<file path="config.mk">
export PLATFORM = sky130hd
export DESIGN_NAME = ps2_frame_decoder
export DESIGN_NICKNAME = d
export VERILOG_FILES = /design/src/rtl/ps2_pkg.sv /design/src/rtl/ps2_code_fifo.sv /design/src/rtl/ps2_frame_decoder.sv
export SDC_FILE = /design/constraint.sdc
export NUM_CORES = 1
export LEC_CHECK = 0
export CORE_MARGIN = 4
export CORE_UTILIZATION = 60
export DETAILED_ROUTE_END_ITERATION = 16
export MAX_ROUTING_LAYER = met4
export PLACE_DENSITY = 0.81
export SLEW_MARGIN = 10
export SYNTH_ARGS = -nofsm -noshare
export SYNTH_HDL_FRONTEND = slang
export SYNTH_SLANG_ARGS = --single-unit
</file>
<file path="constraint.sdc">
create_clock -name clk -period 5.9 [get_ports clk]
set_clock_uncertainty 0.2 [all_clocks]
set_input_delay 0.59 -clock clk [delete_from_list [all_inputs] [get_ports clk]]
set_output_delay 0.59 -clock clk [all_outputs]
set_load 0.01 [all_outputs]
</file>
<file path="src/rtl/ps2_pkg.sv">
// Shared PS/2 frame layout, decoder state encoding and frame validation helper.
package ps2_pkg;

    localparam int unsigned PS2_START   = 0;
    localparam int unsigned PS2_D_LSB   = 1;
    localparam int unsigned PS2_D_MSB   = 8;
    localparam int unsigned PS2_PAR     = 9;
    localparam int unsigned PS2_STOP    = 10;
    localparam int unsigned PS2_FRAME_W = 11;
    localparam int unsigned PS2_DATA_W  = PS2_D_MSB - PS2_D_LSB + 1;

    typedef enum logic [1:0] {
        ST_IDLE    = 2'd0,
        ST_RECV    = 2'd1,
        ST_CAPTURE = 2'd2,
        ST_CHECK   = 2'd3
    } ps2_state_e;

    // Start low, stop high, odd parity across data and parity bits.
    function automatic logic frame_ok(input logic [PS2_FRAME_W-1:0] f);
        return ~f[PS2_START] & f[PS2_STOP] & (^f[PS2_PAR:PS2_D_LSB]);
    endfunction

endpackage

</file>
<file path="src/rtl/ps2_code_fifo.sv">
// Small synchronous FIFO with a registered head word and registered valid flag.
module ps2_code_fifo #(
    parameter int unsigned WIDTH = 8,
    parameter int unsigned DEPTH = 4
) (
    input  logic             clk,
    input  logic             rst,
    input  logic             i_push,
    input  logic [WIDTH-1:0] i_data,
    input  logic             i_pop,
    output logic [WIDTH-1:0] o_head,
    output logic             o_valid,
    output logic             o_full_c
);
    localparam int unsigned PTR_W = $clog2(DEPTH);
    localparam int unsigned CNT_W = PTR_W + 1;

    logic [WIDTH-1:0] r_mem [DEPTH];
    logic [PTR_W-1:0] r_wr_ptr;
    logic [PTR_W-1:0] r_rd_ptr;
    logic [CNT_W-1:0] r_count;
    logic [WIDTH-1:0] r_head;
    logic             r_valid;

    logic             w_pop;
    logic             w_push;
    logic             w_full;
    logic [CNT_W-1:0] w_count_nxt;
    logic [PTR_W-1:0] w_rd_nxt;

    assign w_pop       = r_valid & i_pop;
    assign w_full      = (r_count == CNT_W'(DEPTH));
    assign w_push      = i_push & (~w_full | w_pop);
    assign w_count_nxt = r_count + CNT_W'(w_push) - CNT_W'(w_pop);
    assign w_rd_nxt    = r_rd_ptr + PTR_W'(1);

    // Head is preloaded so the consumer sees the next word the cycle after a pop.
    always_ff @(posedge clk or negedge rst) begin
        if (!rst) begin
            for (int i = 0; i < int'(DEPTH); i++) r_mem[i] <= '0;
            r_wr_ptr <= '0;
            r_rd_ptr <= '0;
            r_count  <= '0;
            r_head   <= '0;
            r_valid  <= 1'b0;
        end else begin
            if (w_push) begin
                r_mem[r_wr_ptr] <= i_data;
                r_wr_ptr        <= r_wr_ptr + PTR_W'(1);
            end
            if (w_pop) r_rd_ptr <= w_rd_nxt;
            r_count <= w_count_nxt;
            r_valid <= (w_count_nxt != CNT_W'(0));
            if (w_push && ((r_count - CNT_W'(w_pop)) == CNT_W'(0)))
                r_head <= i_data;
            else if (w_pop)
                r_head <= r_mem[w_rd_nxt];
        end
    end

    assign o_head   = r_head;
    assign o_valid  = r_valid;
    assign o_full_c = w_full;

endmodule

</file>
<file path="src/rtl/ps2_frame_decoder.sv">
// Frames PS/2 traffic by counting synchronised ps2_clk falls, validates each
// 11-bit frame and queues good scan codes for a valid/ready consumer.
module ps2_frame_decoder
    import ps2_pkg::*;
#(
    parameter int unsigned SYNC_STAGES = 2,
    parameter int unsigned TIMEOUT_CYC = 5000,
    parameter int unsigned FIFO_DEPTH  = 4
) (
    input  logic                   clk,
    input  logic                   rst,
    input  logic                   ps2_clk,
    input  logic [PS2_FRAME_W-1:0] frame,
    output logic [PS2_DATA_W-1:0]  code,
    output logic                   code_valid,
    input  logic                   code_ready,
    output logic                   frame_err,
    output logic                   timeout,
    output logic                   overflow,
    output logic                   busy
);
    localparam int unsigned TMR_W = (TIMEOUT_CYC > 1) ? $clog2(TIMEOUT_CYC) : 1;
    localparam int unsigned BCN_W = 4;

    logic [SYNC_STAGES-1:0] r_sync;
    logic                   r_sync_last;
    ps2_state_e             r_state;
    logic [BCN_W-1:0]       r_bitcnt;
    logic [TMR_W-1:0]       r_timer;
    logic [PS2_FRAME_W-1:0] r_frame_q;
    logic                   r_frame_err;
    logic                   r_timeout;
    logic                   r_overflow;
    logic                   r_busy;

    logic w_fall;
    logic w_ok;
    logic w_push;
    logic w_pop;
    logic w_full;

    // Preset high so a line idling high after reset produces no false fall.
    always_ff @(posedge clk or negedge rst) begin
        if (!rst) begin
            r_sync      <= '1;
            r_sync_last <= 1'b1;
        end else begin
            r_sync      <= {r_sync[SYNC_STAGES-2:0], ps2_clk};
            r_sync_last <= r_sync[SYNC_STAGES-1];
        end
    end

    assign w_fall = r_sync_last & ~r_sync[SYNC_STAGES-1];
    assign w_ok   = frame_ok(r_frame_q);
    assign w_pop  = code_valid & code_ready;
    assign w_push = (r_state == ST_CHECK) & w_ok;

    always_ff @(posedge clk or negedge rst) begin
        if (!rst) begin
            r_state     <= ST_IDLE;
            r_bitcnt    <= '0;
            r_timer     <= '0;
            r_frame_q   <= '0;
            r_frame_err <= 1'b0;
            r_timeout   <= 1'b0;
            r_overflow  <= 1'b0;
            r_busy      <= 1'b0;
        end else begin
            r_frame_err <= 1'b0;
            r_timeout   <= 1'b0;
            r_overflow  <= 1'b0;
            case (r_state)
                ST_IDLE: begin
                    if (w_fall) begin
                        r_bitcnt <= BCN_W'(1);
                        r_timer  <= '0;
                        r_state  <= ST_RECV;
                        r_busy   <= 1'b1;
                    end
                end
                ST_RECV: begin
                    if (w_fall) begin
                        r_bitcnt <= r_bitcnt + BCN_W'(1);
                        r_timer  <= '0;
                        if (r_bitcnt == BCN_W'(PS2_FRAME_W - 1)) r_state <= ST_CAPTURE;
                    end else if (r_timer == TMR_W'(TIMEOUT_CYC - 1)) begin
                        r_timeout <= 1'b1;
                        r_bitcnt  <= '0;
                        r_state   <= ST_IDLE;
                        r_busy    <= 1'b0;
                    end else begin
                        r_timer <= r_timer + TMR_W'(1);
                    end
                end
                ST_CAPTURE: begin
                    r_frame_q <= frame;
                    r_state   <= ST_CHECK;
                end
                ST_CHECK: begin
                    if (w_ok) r_overflow  <= w_full & ~w_pop;
                    else      r_frame_err <= 1'b1;
                    r_bitcnt <= '0;
                    r_state  <= ST_IDLE;
                    r_busy   <= 1'b0;
                end
                default: begin
                    r_state <= ST_IDLE;
                    r_busy  <= 1'b0;
                end
            endcase
        end
    end

    ps2_code_fifo #(
        .WIDTH (PS2_DATA_W),
        .DEPTH (FIFO_DEPTH)
    ) u_fifo (
        .clk      (clk),
        .rst      (rst),
        .i_push   (w_push),
        .i_data   (r_frame_q[PS2_D_MSB:PS2_D_LSB]),
        .i_pop    (code_ready),
        .o_head   (code),
        .o_valid  (code_valid),
        .o_full_c (w_full)
    );

    assign frame_err = r_frame_err;
    assign timeout   = r_timeout;
    assign overflow  = r_overflow;
    assign busy      = r_busy;

endmodule
</file>
-- Word level (Yosys, flattened, before mapping)
Index checks and enable logic that the tools add are counted.
- flip-flop bits (word level): 85
- bits of input ports: 15
- output and inout port bits: 13
- logic and storage cells: 100
- add/subtract/negate cells: 7
- order comparisons: 3
- equal/unequal tests: 12
- muxes and demuxes: 32
- bitwise gates (word level): 14
- reduce and logical (&&, ||, !) cells: 13
- operators by type and width (kind ; count):
    2-to-1 mux 8 bit ; 5
    2-to-1 mux 13 bit ; 3
    bitwise mux 32 bit ; 1
    one-hot mux 13 bit (2 select lines) ; 1
    binary-select mux 8 bit (select 2 bit) ; 1
    demux 8 bit (select 2 bit) ; 1
    adder 13 x 1 -> 13 bit (second input constant) ; 1
    equality test 13 bit (second input constant) ; 1
    2-to-1 mux 4 bit ; 3
    one-hot mux 4 bit (3 select lines) ; 1
    2-to-1 mux 1 bit ; 10
    inequality test 3 bit (second input constant) ; 3
    AND reduction 3 bit ; 3
    XOR reduction 9 bit ; 1
    2-to-1 mux 2 bit ; 4
    one-hot mux 2 bit (4 select lines) ; 1
    bitwise AND 1 bit ; 7
    >= comparator 3 bit (second input constant) ; 2
    inequality test 2 bit (second input constant) ; 3
    inverter 2 -> 3 bit ; 2
    nonzero test 3 bit ; 2
    subtractor 3 x 1 -> 3 bit ; 2
    adder 2 x 1 -> 2 bit (second input constant) ; 2
    adder 4 x 1 -> 4 bit (second input constant) ; 1
    14 further kinds ; 20

-- Longest topological paths before layout
Gate-level depths: netlist (run 1).
- depth in word-level cells: 8
- depth in mapped cells: 9
- mapped depth without buffers: 8

-- By module
From an unflattened synthesis (run 1), not the netlist that was laid out.
- cell total of the unflattened synthesis: 333
- area, all modules: 4197.8 um^2
- by module, submodules not included (module ; instances ; cells an instance ; area each (um^2)):
    ps2_code_fifo ; 1 ; 172 ; 2386.0
    ps2_frame_decoder ; 1 ; 161 ; 1811.7

-- Worst setup path before layout (run 1)
No wires, ideal clock.
- path kind: input port to flip-flop
- start point: input code_ready
- end point: register u_fifo.r_head[0] (netlist: u_fifo.o_head[0])
- arrival: 2495 ps
- required time: 5575 ps
- path slack: 3081 ps
- cell stages on the path: 8
- buffers on the path: 1
- cells stage by stage: nand2_1 inv_1 clkbuf_1 ha_1 inv_1 ha_1 nor4b_4 mux2_2
- longest elaborated chain between the ends: 5
- RTL lines (what ; line ; text):
    from (decl) ; ps2_frame_decoder.sv:16 ; input logic code_ready,
    bitwise AND 1 bit (*) ; ps2_code_fifo.sv:31 ; assign w_pop = r_valid & i_pop;
    via u_fifo.w_pop ; ps2_code_fifo.sv:25 ; logic w_pop;
    subtractor 3 x 1 -> 3 bit / OR 1 bit (equally long branches) ; ps2_code_fifo.sv:54, ps2_code_fifo.sv:33 ;
    zero test 3 bit / bitwise AND 1 bit (equally long branches) ; ps2_code_fifo.sv:54, ps2_code_fifo.sv:33 ;
    logical AND 1 bit ; ps2_code_fifo.sv:54 ; if (w_push && ((r_count - CNT_W'(w_pop)) == CNT_W'(0)))
    2-to-1 mux 8 bit / nonzero test 2 bit (equally long branches) ; -- ;
    to (signal assigned) ; ps2_code_fifo.sv:55 ; r_head <= i_data;
    to (signal assigned) ; ps2_code_fifo.sv:57 ; r_head <= r_mem[w_rd_nxt];
    to (decl) ; ps2_code_fifo.sv:22 ; logic [WIDTH-1:0] r_head;
Mark *: on every way through the listed nets, which the timed path passes. The rest lies on a longest branch.
A chain may end at the register's enable or synchronous reset.

-- Final worst setup path (run 1)
- start point: input code_ready
- end point: register u_fifo.r_head[3] (netlist: u_fifo.o_head[3])
- longest elaborated chain between the ends: 5
- RTL lines (what ; line):
    bitwise AND 1 bit (*) ; ps2_code_fifo.sv:31
    subtractor 3 x 1 -> 3 bit / OR 1 bit (equally long branches) ; ps2_code_fifo.sv:54, ps2_code_fifo.sv:33
    zero test 3 bit / bitwise AND 1 bit (equally long branches) ; ps2_code_fifo.sv:54, ps2_code_fifo.sv:33
    logical AND 1 bit ; ps2_code_fifo.sv:54
    2-to-1 mux 8 bit / nonzero test 2 bit (equally long branches) ; --
Every way passes the cells marked *; elsewhere a longest branch is shown, timed or not.

==> impl_summary.txt, run 1 <==
----------------------------------------------------
[Final layout]
  Non-Filler Instances ... about 420
  Post-synthesis to final-layout area growth ... 13.50%
  Finished Core Util ... 71.07%
  Share of post-route cells with drive strength above 1 ... 28.91%
  Total number of nets in the final design ... 361
  Area of all placed cells without fillers ... 4564 um^2
  Ant diodes ... 0

[Timing]
  Final WS setup ... 2758 ps
  Setup-violating endpoint count in the final report ... 0
  Slew @ Worst Pin ... between 1000 and 1500 ps
  Max transition margin ... 30.72%
  Minimum hold slack ... about 160 ps
  Hold violation count in the final report ... 0
  Crit path time final ... 3142 ps
  Setup repair after global routing missed its margin ... no
  Fin crit share ... 53.26%
  Count of final max-slew check failures ... 0
  Fin Setup TNS ... 0 ps
  Maximum frequency from static timing analysis ... 318.2 MHz

[Synth]
  Cell taking the most area after synthesis ... sky130_fd_sc_hd__dfrtp_1
  Fraction of post-synthesis cell area in the top cell type by area ... 51.03%
  Compound-cell area share of the yosys netlist ... 5.881%
  Number of synthesis warnings ... 0
  Commonest register cell after synthesis ... sky130_fd_sc_hd__dfrtp_1
  Synthesized area ... 4021 um^2
  Net Count, Synth ... 334
  Flops & latches, synth ... 85
  Gate Count Post-Synth ... 307
  Share of synthesized cell area in and, or, nand and nor gates ... approximately a tenth
  Post-synth cell types ... 46
  Area contributors post-synth ... sky130_fd_sc_hd__dfrtp_1, sky130_fd_sc_hd__mux2_2, sky130_fd_sc_hd__mux4_2, sky130_fd_sc_hd__ha_1, sky130_fd_sc_hd__nand2_1
  Top cells by instance count after synthesis ... sky130_fd_sc_hd__dfrtp_1, sky130_fd_sc_hd__mux2_2, sky130_fd_sc_hd__nand2_1
  Async set-reset flop share out of synthesis ... 100.0%
  Dominant combinational cell family by area after synthesis ... multiplexers
  Avg Cell Area, Syn ... 13.10 um^2
  Adder-Cell Fraction of Synth Area ... 3.920%
  Number of flops mapped to enable cells by yosys ... 0
  Sequential cell area fraction in the yosys report ... 52.99%
  Post-synthesis mux area share ... 21.28%
  Share of the synthesized netlist area taken by xor and xnor gates ... around 4.0%
  Count leader, synth ... sky130_fd_sc_hd__dfrtp_1

[Route]
  Detail-routed net length per standard cell ... 18.27 um
  Detailed Route WL ... 7600 um
  Number of nets still failing antenna checks after routing ... 0
  Violation count after the first detailed-routing iteration ... 163
  Count of TritonRoute iterations in the first routing pass ... 4
  Met1 WL ... 3474 um
  Routed via count divided by cell count ... 5.983
  Top layer in use ... met4
  Length of routed met2 wiring ... 3716 um
  Detailed-route via count ... approximately 2,500
  DRC viols ... 0
  DR WL met3 ... about 260 um

[Min path]
  Kind of path behind the tightest hold check ... flop to flop

[CTS]
  Reg clk slew, reported paths ... 80 ps
  Clk_lat worst skew ... 350 ps
  Maximum buffer depth of the clock tree ... 2
  Number of H-tree levels ... 3
  Total CTS buffers ... 9
  Clock tree from TritonCTS ... done
  Buffer count from post-CTS setup fixing ... 0
  Number of buffers inserted by hold repair at cts ... 0
  Clock Sink Count ... 85
  Clock root buffer ... sky130_fd_sc_hd__clkbuf_8
  Gates resized, CTS repair ... 0

[Global routing]
  Overall track demand over capacity in global routing ... 20.72%
  Number of global-route vias before repair ... 2,607
  Number of antenna violations at the first check in global routing ... 0
  Total global routing overflow ... 0
  Maximum number of pins on one net before global-route repair ... 86
  Global-route wire length before repair ... 12,990 um

[Worst setup path]
  Stage delay of the slowest cell on the critical path ... 560 ps
  Combined buffer and inverter count along the critical path ... 3
  Arrival time at the worst endpoint ... 3180 ps
  Cell family with most CP delay ... buffers and inverters
  CP endpoint kind ... flop
  Highest-delay cell along the critical path ... sky130_fd_sc_hd__nor4b_4
  Worst Path Class, Setup ... input pin to flop
  Cell chain of the critical path ... clkdlybuf4s50_1 -> nand2_1 -> inv_1 -> ha_1 -> inv_1 -> ha_1 -> nor4b_4 -> mux2_2
  Worst Path Required ... slightly below 6000 ps
  Kind of start point of the critical path ... input pin
  Highest fanout seen on the critical path ... 12

[Die]
  Initial core utilization ... between 60% and 70%
  Total I/O pin count ... 28
  Site Rows ... 29
  Die ar. ... 8076 um^2
  Overall die height ... 89.87 um
  DIE WIDTH ... 89.87 um
  Core Region ... between 6000 and 7000 um^2

[Pwr]
  PD cells ... 248.2 nW/um^2
  Maximum VDD drop ... around 0.12 mV
  Power consumption ... 1.133 mW
  Total leakage power ... roughly 2.1 nW

[Placement]
  DPL Wire Length ... 5132 um
  Buffers added on ports ... 27
  Worst-case setup slack after placement ... 2380 ps
  Area of placed instances ... 4339 um^2
  Post-placement cell count ... 400
  Final GP Congestion ... ~0.79

[Status]
  Outcome ... completed

[Run]
  MaxCap Viol Count ... 0

----------------------------------------------------
[cell type report]
type / count / area [um^2]
clock buffers: 12 / 155.1
clock inverters: 4 / 70.07
fillers: 440 / 1858
inverters: 11 / 41.29
multi-input cells: 199 / 1795
flip-flops and latches: 85 / 2131
well taps: 77 / 96.34
repair buffers: 28 / 275.3
[flip-flops by register name, indices dropped and copies added (netlist names), named ones only]
| name | flops |
|---|---|
| overflow | 1 |
| r_sync | 2 |
| u_fifo.o_head | 8 |
| u_fifo.r_wr_ptr | 2 |
| r_state | 1 |
| timeout | 1 |
| r_sync_last | 1 |
| u_fifo.r_rd_ptr | 2 |
| r_frame_q | 11 |
| u_fifo.o_valid | 1 |
| u_fifo.r_count | 3 |
| frame_err | 1 |
| r_bitcnt | 4 |
| r_timer | 13 |
| busy | 1 |
| u_fifo.r_mem | 32 |
[power by group]
part / switching, mW / leakage, nW / internal (mW)
sequential: 0.0152 / 1.16 / 0.596
clock: 0.197 / 0.116 / 0.260
combinational: 0.0369 / 0.849 / 0.0267
total: 0.249 / 2.13 / 0.883
[metal layers]
metal / up-vias / global-route usage (%)
met5: - / -
met4: 0 / 9.056
met3: 11 / 2.922
met2: 53 / 31.39
met1: 1271 / 28.33
li1: 1154 / -
[cell usage in the layout, fill, tap and decap left out, types with 3 or more instances in the layout]
master                            netlist  final
sky130_fd_sc_hd__o21ai_0               16     16
sky130_fd_sc_hd__o31ai_1                4      4
sky130_fd_sc_hd__mux2_2                58     58
sky130_fd_sc_hd__nor2b_1                3      3
sky130_fd_sc_hd__and2_2                 4      4
sky130_fd_sc_hd__nor2_1                 9      9
sky130_fd_sc_hd__inv_1                 11     11
sky130_fd_sc_hd__or3_1                  4      4
sky130_fd_sc_hd__a31oi_1                3      3
sky130_fd_sc_hd__clkdlybuf4s50_1        0     26
sky130_fd_sc_hd__dfrtp_1               82     82
sky130_fd_sc_hd__nand4_1                3      3
sky130_fd_sc_hd__xor2_1                 5      5
sky130_fd_sc_hd__o2bb2ai_1              3      3
sky130_fd_sc_hd__a21oi_1                5      5
sky130_fd_sc_hd__clkbuf_8               0     11
sky130_fd_sc_hd__ha_1                  11     11
sky130_fd_sc_hd__nand3_1                4      4
sky130_fd_sc_hd__mux4_2                 8      8
sky130_fd_sc_hd__dfstp_2                3      3
sky130_fd_sc_hd__or4_1                  4      4
sky130_fd_sc_hd__nand2_1               23     23
sky130_fd_sc_hd__xnor2_1                8      8
[worst paths after layout]
| kind | from | slack, ps | endpoint | cells past startpoint |
|---|---|---|---|---|
| max | code_ready | 2760 | u_fifo.o_head[3] | 8 |
| min in group asynchronous | rst | 210 | r_timer[1] | 1 |
| min | r_sync[0] | 160 | r_sync[1] | 0 |
| max in group asynchronous | rst | 4620 | u_fifo.r_mem[28] | 1 |
| max reg2reg | r_frame_q[5] | 3000 | u_fifo.o_valid | 6 |
| min reg2reg | r_sync[0] | 160 | r_sync[1] | 0 |
[cells by family (layout without fill, tap and decap cells)]
group / count (synthesis) / in the layout
multiplexers: 67 / 67
buffers and inverters: 23 / 55
flip-flops: 85 / 85
AND/OR/NAND/NOR: 68 / 68
AO/OA/AOI/OAI: 37 / 37
adder cells (fa/ha/maj): 12 / 12
XOR/XNOR: 15 / 15
Power figures use the tool's default switching activity.
==> run 2, diff against run 1 <==
--- a/config.mk
+++ b/config.mk
@@ -6,10 +6,10 @@
 export NUM_CORES = 1
 export LEC_CHECK = 0
 export CORE_MARGIN = 4
-export CORE_UTILIZATION = 60
+export CORE_UTILIZATION = 53
 export DETAILED_ROUTE_END_ITERATION = 16
 export MAX_ROUTING_LAYER = met4
-export PLACE_DENSITY = 0.81
+export PLACE_DENSITY = 0.76
 export SLEW_MARGIN = 10
 export SYNTH_ARGS = -nofsm -noshare
 export SYNTH_HDL_FRONTEND = slang
==> constraint.sdc (replaced) <==
create_clock -name clk -period 2.8 [get_ports clk]
set_clock_uncertainty 0.2 [all_clocks]
set_input_delay 0.28 -clock clk [delete_from_list [all_inputs] [get_ports clk]]
set_output_delay 0.28 -clock clk [all_outputs]
set_load 0.01 [all_outputs]
==> impl_summary.txt, run 2 (synthesis results as in run 1) <==
----------------------------------------------------
[Status]
  Outcome ... completed

[Worst setup path]
  Worst Path Required ... roughly 2800 ps
  Worst Path Class, Setup ... flop to flop
  CP endpoint kind ... flop
  Highest-delay cell along the critical path ... sky130_fd_sc_hd__xnor3_2
  Worst Reg2Reg Path Length in Cells ... 6
  Stage delay of the slowest cell on the critical path ... approximately 500 ps
  Highest fanout seen on the critical path ... 2
  Kind of start point of the critical path ... flop
  Cell chain of the critical path ... xor2_1 -> xnor3_2 -> mux2i_4 -> ha_1 -> fa_1 -> or3_1
  Arrival time at the worst endpoint ... around 2700 ps

[Pwr]
  Net switching power ... 542.2 uW
  Reg power frac ... between 50% and 60%
  Combinational share of power ... 6.0%
  Switching Share ... 21.85%
  Maximum VDD drop ... 0.3356 mV
  Portion of total power attributed to the clock network ... 42.2%
  Total leakage power ... 2.227 nW
  PD cells ... 521.2 nW/um^2
  Internal power component ... 1.939 mW

[Final layout]
  Register containing the most flip-flops in the final layout ... u_fifo.r_mem
  Top Registers ... u_fifo.r_mem: 32 flops, r_timer: 13 flops, r_frame_q: 11 flops
  Total number of nets in the final design ... 377
  Ant diodes ... 0
  Top library cells by usage in the layout, fill and taps aside ... sky130_fd_sc_hd__dfrtp_1, sky130_fd_sc_hd__mux2_2, sky130_fd_sc_hd__clkdlybuf4s50_1, sky130_fd_sc_hd__nand2_1, sky130_fd_sc_hd__o21ai_0
  Non-Filler Instances ... 454
  Max FFs per register ... 32
  Most frequent standard cell in the layout excluding fill and tap cells ... sky130_fd_sc_hd__dfrtp_1
  Post-synthesis to final-layout area growth ... 18.39%
  Share of post-route cells with drive strength above 1 ... approximately a third

[Die]
  Die ar. ... 9045 um^2
  DIE WIDTH ... 95.11 um
  Total I/O pin count ... 28
  Overall die height ... 95.11 um
  Initial core utilization ... 54.86%
  Site Rows ... 31
  Core Region ... 7331 um^2

[Route]
  Violation count after the first detailed-routing iteration ... approximately 100
  DRC viols ... 0
  Number of nets still failing antenna checks after routing ... 0
  Detailed Route WL ... 7663 um
  Routed via count divided by cell count ... approximately 5.5
  Detail-routed net length per standard cell ... 16.88 um
  Detailed-route via count ... 2,489
  Count of TritonRoute iterations in the first routing pass ... 4

[Placement]
  Post-placement cell count ... roughly 440
  Final GP Congestion ... 0.8431
  DPL Wire Length ... 5381 um
  Buffers added on ports ... 27
  Worst-case setup slack after placement ... 117.7 ps

[Timing]
  Minimum hold slack ... 158.2 ps
  Fin Setup TNS ... 0 ps
  Max transition margin ... 60.69%
  Maximum frequency from static timing analysis ... 373.0 MHz
  Setup repair after global routing missed its margin ... no
  Setup-violating endpoint count in the final report ... 0
  Slew @ Worst Pin ... 589.7 ps
  Final WS setup ... about 120 ps
  Count of final max-slew check failures ... 0
  Crit path time final ... about 2700 ps
  Fin crit share ... 95.75%
  Hold violation count in the final report ... 0

[Global routing]
  Global Route met1 Usage ... 25.17%
  Busiest layer in global routing ... met2
  Global-route met3 utilization ... under 10%
  Global Route met2 Usage ... 33.29%
  Global-route wire length before repair ... around 13,000 um
  Total global routing overflow ... 0
  Number of antenna violations at the first check in global routing ... 0
  Overall track demand over capacity in global routing ... 20.13%
  Number of global-route vias before repair ... between 2,000 and 3,000
  Maximum number of pins on one net before global-route repair ... 46

[Min path]
  WHS Path Cells ... 1
  Kind of path behind the tightest hold check ... input pin to flop

[CTS]
  Reg clk slew, reported paths ... 80 ps
  Number of H-tree levels ... 3
  Buffer count from post-CTS setup fixing ... 0
  Clock root buffer ... sky130_fd_sc_hd__clkbuf_8
  Maximum buffer depth of the clock tree ... 2
  Clk_lat worst skew ... 350 ps
  Clock Sink Count ... 85
  Clock tree from TritonCTS ... done
  Total CTS buffers ... 9
  Gates resized, CTS repair ... 0

[Run]
  MaxCap Viol Count ... 0

----------------------------------------------------
[run 2: through the flow]
| stage | area, um^2 | power, mW | utilization (%) |
|---|---|---|---|
| 2_1_floorplan | 4021 | 1.377 | - |
| 4_1_cts | 4761 | 2.508 | 64.94 |
| 6_report | 4761 | 2.481 | 64.94 |
| 3_3_place_gp | 4504 | 1.452 | 61.44 |
| 5_1_grt | 4761 | 2.590 | 64.94 |
| 3_5_place_dp | 4504 | 1.459 | 61.44 |
[run 2: path summary, 6_finish.rpt]
kind	startpoint	endpoint	slack (ps)
min in group asynchronous	rst	u_fifo.r_mem[17]	270
min reg2reg	r_sync[0]	r_sync[1]	160
max reg2reg	r_frame_q[7]	u_fifo.o_valid	120
max in group asynchronous	rst	asynchronous set/reset pin	1500
min	ps2_clk	r_sync[0]	160
max	r_frame_q[7]	u_fifo.o_valid	120
[run 2: power groups by stage]
stage,Clock [mW],Sequential (mW),Combinational (mW)
2_1_floorplan,0,1.30,0.0727
3_3_place_gp,0,1.31,0.145
3_5_place_dp,0,1.31,0.150
4_1_cts,1.07,1.28,0.152
5_1_grt,1.13,1.29,0.168
6_report,1.05,1.28,0.149
[run 2: metal layers]
metal,routed length (um),up-vias
met5,0,-
met4,90,0
met3,182,8
met2,3962,32
met1,3427,1266
li1,-,1183
[run 2: worst max-delay path, delay by kind of cell, from the launching register on]
kind	cells	cell delay [ps]
xor gates and xnor gates	2	700
adders and majority gates	2	680
DFF	1	400
and+or+nand+nor	1	380
muxes	1	210
[run 2: final cells by class]
cell class	count	area, um^2
clock inverters	6	108.9
multi-input cells	199	1795
fillers	568	2570
flip-flops and latches	85	2131
clock buffers	10	137.6
well taps	99	123.9
repair buffers	44	422.9
inverters	11	41.29
[run 2: repair_timing]
| item | in CTS | in global routing |
|---|---|---|
| endpoints found under the setup margin | 0 | 1 |
| hold buffers | 1 | 0 |
| hold endpoints to repair | 41 | 0 |
